File: config.mk
export PLATFORM = sky130hd
export DESIGN_NAME = an_vector_encoder
export DESIGN_NICKNAME = d
export VERILOG_FILES = /design/src/rtl/an_vector_encoder.sv
export SDC_FILE = /design/constraint.sdc
export NUM_CORES = 1
export LEC_CHECK = 0
export ABC_AREA = 0
export BUFFER_PORTS_ARGS = -buffer_cell sky130_fd_sc_hd__buf_2
export CAP_MARGIN = 30
export CORE_MARGIN = 10
export CORE_UTILIZATION = 55
export DETAILED_ROUTE_END_ITERATION = 10
export HOLD_SLACK_MARGIN = 0.06
export PLACE_DENSITY_LB_ADDON = 0.3
export SLEW_MARGIN = 5
export SYNTH_ARGS = -nofsm -noshare
export SYNTH_HDL_FRONTEND = slang
export SYNTH_SLANG_ARGS = --single-unit
File: constraint.sdc
create_clock -name clk -period 7.4 [get_ports clk]
set_clock_uncertainty 0.1 [all_clocks]
set_input_delay 0.74 -clock clk [delete_from_list [all_inputs] [get_ports clk]]
set_output_delay 0.74 -clock clk [all_outputs]
set_load 0.1 [all_outputs]
File: src/rtl/an_vector_encoder.sv
// AN-code vector encoder: cw = A * msg, one lane per clock, valid/ready on both sides.
// Define AN_SELFCHECK_EN to add a residue re-check of each written codeword (+1 cycle latency).
module an_vector_encoder #(
    parameter int LANES = 10,
    parameter int MSG_W = 24,
    parameter int CW_W  = 29,
    parameter int A     = 59
) (
    input  logic                   clk,
    input  logic                   rst,
    input  logic                   in_valid,
    output logic                   in_ready,
    input  logic [LANES*MSG_W-1:0] msg_in,
    output logic                   out_valid,
    input  logic                   out_ready,
    output logic [LANES*CW_W-1:0]  cw_out,
    output logic [LANES-1:0]       ovf_out,
    output logic                   selfcheck_err
);
    localparam int PW    = MSG_W + 6;
    localparam int CNT_W = $clog2(LANES + 1);
    localparam logic [CNT_W-1:0] LAST_LANE = CNT_W'(LANES - 1);
    localparam logic [5:0]       A_BITS    = 6'(A);

    typedef enum logic [1:0] {IDLE, ENCODE, HOLD} state_t;

    state_t                 state_reg;
    logic [CNT_W-1:0]       cnt_reg;
    logic [LANES*MSG_W-1:0] msg_reg;
    logic [LANES*CW_W-1:0]  cw_reg;
    logic [LANES-1:0]       ovf_reg;
    logic                   in_ready_reg;
    logic                   out_valid_reg;

    logic [CNT_W-1:0] lane_idx;
    logic [MSG_W-1:0] lane_msg;
    logic [PW-1:0]    msg_ext;
    logic [PW-1:0]    term [6];
    logic [PW-1:0]    prod;
    logic [PW-CW_W:0] prod_top;
    logic             lane_ovf;

    // The extra self-check cycle leaves cnt_reg at LANES; clamp so the lane read stays in range.
    assign lane_idx = (cnt_reg <= LAST_LANE) ? cnt_reg : '0;
    assign lane_msg = msg_reg[int'(lane_idx)*MSG_W +: MSG_W];
    assign msg_ext  = {{(PW-MSG_W){lane_msg[MSG_W-1]}}, lane_msg};

    genvar gi;
    generate
        for (gi = 0; gi < 6; gi++) begin : g_term
            assign term[gi] = A_BITS[gi] ? (msg_ext << gi) : '0;
        end
    endgenerate

    always_comb begin
        prod = '0;
        for (int i = 0; i < 6; i++) begin
            prod = prod + term[i];
        end
    end

    assign prod_top = prod[PW-1:CW_W-1];
    assign lane_ovf = !((&prod_top) || !(|prod_top));

`ifdef AN_SELFCHECK_EN
    localparam int NCH = CW_W / 6 + 1;
    localparam logic [CNT_W-1:0] LANES_C = CNT_W'(LANES);

    function automatic int pow2_mod(input int e);
        int r;
        r = 1 % A;
        for (int k = 0; k < e; k++) begin
            r = (r * 2) % A;
        end
        return r;
    endfunction

    localparam logic [15:0] SIGN_RES = 16'(pow2_mod(CW_W));

    logic [CNT_W-1:0] chk_lane_reg;
    logic             chk_valid_reg;
    logic             err_reg;
    logic [CW_W-1:0]  chk_cw;
    logic [NCH*6-1:0] chk_pad;
    logic [15:0]      fold_term [NCH];
    logic [15:0]      fold_sum;
    logic [15:0]      res_u;
    logic             residue_bad;

    assign chk_cw  = cw_reg[int'(chk_lane_reg)*CW_W +: CW_W];
    assign chk_pad = {{(NCH*6-CW_W){1'b0}}, chk_cw};

    // Fold 6-bit chunks by their weight 2^(6i) mod A, then finish with a small constant modulo.
    generate
        for (gi = 0; gi < NCH; gi++) begin : g_fold
            localparam logic [15:0] WEIGHT = 16'(pow2_mod(6 * gi));
            assign fold_term[gi] = 16'(chk_pad[6*gi +: 6]) * WEIGHT;
        end
    endgenerate

    always_comb begin
        fold_sum = '0;
        for (int i = 0; i < NCH; i++) begin
            fold_sum = fold_sum + fold_term[i];
        end
    end

    // Signed value = u - 2^CW_W*sign, so a multiple of A needs u == sign*(2^CW_W mod A).
    assign res_u       = fold_sum % 16'(A);
    assign residue_bad = (res_u != (chk_cw[CW_W-1] ? SIGN_RES : 16'd0)) && !ovf_reg[chk_lane_reg];
    assign selfcheck_err = err_reg;
`else
    assign selfcheck_err = 1'b0;
`endif

    always_ff @(posedge clk) begin
        if (!rst) begin
            state_reg     <= IDLE;
            cnt_reg       <= '0;
            msg_reg       <= '0;
            cw_reg        <= '0;
            ovf_reg       <= '0;
            in_ready_reg  <= 1'b1;
            out_valid_reg <= 1'b0;
`ifdef AN_SELFCHECK_EN
            chk_lane_reg  <= '0;
            chk_valid_reg <= 1'b0;
            err_reg       <= 1'b0;
`endif
        end else begin
`ifdef AN_SELFCHECK_EN
            if (chk_valid_reg && residue_bad) begin
                err_reg <= 1'b1;
            end
`endif
            case (state_reg)
                IDLE: begin
                    if (in_valid) begin
                        msg_reg      <= msg_in;
                        ovf_reg      <= '0;
                        cnt_reg      <= '0;
                        in_ready_reg <= 1'b0;
                        state_reg    <= ENCODE;
`ifdef AN_SELFCHECK_EN
                        err_reg      <= 1'b0;
`endif
                    end
                end
                ENCODE: begin
`ifdef AN_SELFCHECK_EN
                    if (cnt_reg != LANES_C) begin
                        cw_reg[int'(cnt_reg)*CW_W +: CW_W] <= prod[CW_W-1:0];
                        ovf_reg[cnt_reg] <= lane_ovf;
                        chk_lane_reg     <= cnt_reg;
                        chk_valid_reg    <= 1'b1;
                        cnt_reg          <= cnt_reg + 1'b1;
                    end else begin
                        chk_valid_reg <= 1'b0;
                        out_valid_reg <= 1'b1;
                        state_reg     <= HOLD;
                    end
`else
                    cw_reg[int'(cnt_reg)*CW_W +: CW_W] <= prod[CW_W-1:0];
                    ovf_reg[cnt_reg] <= lane_ovf;
                    cnt_reg          <= cnt_reg + 1'b1;
                    if (cnt_reg == LAST_LANE) begin
                        out_valid_reg <= 1'b1;
                        state_reg     <= HOLD;
                    end
`endif
                end
                HOLD: begin
                    if (out_ready) begin
                        out_valid_reg <= 1'b0;
                        in_ready_reg  <= 1'b1;
                        state_reg     <= IDLE;
                    end
                end
                default: state_reg <= IDLE;
            endcase
        end
    end

    assign in_ready  = in_ready_reg;
    assign out_valid = out_valid_reg;
    assign cw_out    = cw_reg;
    assign ovf_out   = ovf_reg;
endmodule

==> out/metrics.cfg <==
[floorplan]
die_width_um = 237
pin_count = 547
initial_core_util_pct = 55.7
die-area_um2 = 56300
num_rows = 79
die_h_um = 237
core-area_um2 = 46600

[status]
status = finished, final reports clean

[synth]
syn_avg_cell_area_um2 = 8.64
syn_area_um2 = 25900
synth_edf_count = 0
yosysSeqAreaShare_pct = 42.3
synth_ff_type = dfxtp_1
synth-seq-cells = 548
synthTopCellsByArea = dfxtp_1, a21boi_0, nand2_1
yosysWarningCount = 0
synth.distinct_cells = 79
syn_nets = 3348
async_flop_share_pct = 0
netlist_instances = 3002
synth_top_area_share_pct = 42.3
yosysTopAreaCell = dfxtp_1

[clock_network]
tritoncts = built
ctsHtreeMaxLevel = 2
cts-buffers-inserted = 54
clkTransAtPathRegs_ns = 0.07
clock-sinks = 548
clkLatencyLatePin_ns = 0.62
cts-root-buf = clkbuf_16
clockBufferDepth = 3
cts_hold_buf = 0

[global_route]
grt_pass1_wl_um = 139000
first_global_vias = 23596
globalRoute.totalOverflow = 0
grt.total_usage_pct = 31.2
grt_antenna_before_repair = 2
grt_max_degree = 241

[layout]
largest_register_ffs = 290
drive_gt1_share_pct = 22.2
nets = 3784
mostFrequentLayoutCells = nand2_1, dfxtp_1, buf_2
layout_commonest_cell = nand2_1
final_util_pct = 66.5
fillerInstances = 3835
area_delta_synth_final_pct = 19.4

[sta]
slew_violations = 0
whs_ns = 0.273
max_slew.worst_pin.slew_ns = 1.08
rsz0062_at_grt = no
setup-violations-final = 0
setup_tns_ns = 0
max_slew_margin_pct = 28.2
fin_crit_sh_pct = 95.4
fmax_mhz = 142
hold_viol_final = 0
period_minus_slack_ns = 7.06

[job]
drv_cap = 0

[critical_path]
cp-start-kind = flip-flop
cp_data_required_time_ns = 7.78
end_kind = flip-flop
path_class = reg2reg
r2r_setup_slack_ns = 0.34
cp_max_fo = 10
worstPathArrival_ns = 7.43

[route]
routedLengthMet1_um = 35200
drt-vias-per-instance = 5.83
wire_per_inst_um = 22.6
num_vias = 23829
wl_um = 92200
drt_iter0_drc = 2189
drtAntennaViolNets = 0
route.met2.wl_um = 43800
top_layer_used = met4
drtPass1Iterations = 5
wl_met3_um = 7960
drc = 0

[place]
dp_hpwl_um = 69100
port_buffers = 545
place_congestion = 0.925

[pwr]
p_leak_nw = 13.2
p_per_area_nw_per_um2 = 248
vdd_drop_max_v = 0.000210

[worst_hold_path]
min_path_type = in2reg

## cell families after synthesis
family,synth area share [%]
flops,42.3
simple gates,19.5
xor+xnor,1.27
mux,5.21
other cells,0.0145
compound gates,20.2
fa+ha+maj,6.54
buf+inv,4.99
## per-stage QoR
| stage | cells | area [um^2] | power, mW | setup slack [ns] |
|---|---|---|---|---|
| floorplan | 3002 | 25900 | 4.23 | 0.751 |
| global placement | 3979 | 29000 | 4.84 | 0.371 |
| detailed placement | 3983 | 29100 | 4.87 | 0.266 |
| CTS | 4079 | 30900 | 7.67 | 0.259 |
| global route | 4085 | 31000 | 7.93 | 0.00742 |
| finish | 4086 | 31000 | 7.69 | 0.344 |
## worst paths after layout
path	start	end	cells after the start
max reg2reg	cnt_reg[0]	ovf_out[8]	23
max	cnt_reg[0]	ovf_out[8]	23
min	msg_in[11]	msg_reg[11]	3
min reg2reg	cw_out[54]	cw_out[54]	2
## cell usage after synthesis (8+ instances only)
cell type / number
a21o_1: 19
nor2_1: 80
a32o_1: 22
ha_1: 50
nand3_1: 121
xor2_1: 13
dfxtp_1: 548
a21boi_0: 417
a211oi_1: 9
and2_1: 24
buf_4: 9
nor3_1: 26
o211a_1: 8
and3_1: 11
mux4_2: 38
fa_1: 52
nand4_1: 12
a21boi_1: 8
a22oi_1: 40
o21ai_0: 42
o31ai_1: 11
mux2i_1: 45
nand2_1: 829
nor2b_1: 57
buf_1: 16
clkbuf_1: 177
a21oi_1: 46
o22ai_1: 26
buf_2: 23
xnor2_1: 19
inv_1: 94
## metal layers
layer  up-vias  global-route usage, %
met5         -                      0
met4         0                   16.4
met3       272                   6.93
met2      1219                   52.4
met1     11322                   36.7
li1      11016                      -
## report_power, final
group	switching, mW	leakage [nW]	internal (mW)
Combinational	1.23	7.88	0.520
Sequential	0.0573	4.45	3.05
Clock	1.19	0.900	1.65
## worst max-delay path, cell delays in order (launching register included)
cell,delay (ns)
dfxtp_2,0.35
inv_2,0.08
ha_1,0.31
o21ba_2,0.30
o21ai_4,0.30
buf_4,0.26
mux4_2,0.33
mux2i_1,0.31
o22ai_1,0.36
fa_1,0.63
inv_1,0.06
fa_1,0.49
inv_1,0.05
fa_1,0.46
ha_1,0.52
nand4_4,0.16
or4_4,0.54
a211oi_2,0.20
nor3_2,0.10
a211oi_1,0.38
a31oi_1,0.11
a22oi_2,0.20
buf_4,0.20
o21ai_0,0.11
## repair_timing
| item | in CTS | in global routing |
|---|---|---|
| setup endpoints to repair | 0 | 34 |
| hold endpoints to repair | 0 | 0 |
| buffers inserted | 0 | 6 |
| gates resized for setup | 0 | 3 |
## area by class of cell
cell class / count / area, um^2 / share of cell area [%]
clock buffer: 76 / 1530 / 4.95
multi-input combinational: 2130 / 13700 / 44.3
clock inverter: 20 / 277 / 0.893
tap: 607 / 759 / 2.45
timing repair buffer: 607 / 3330 / 10.8
sequential: 548 / 11000 / 35.4
antenna: 1 / 2.50 / 0.00808
inverter: 97 / 364 / 1.18
Power figures use the tool's default switching activity.
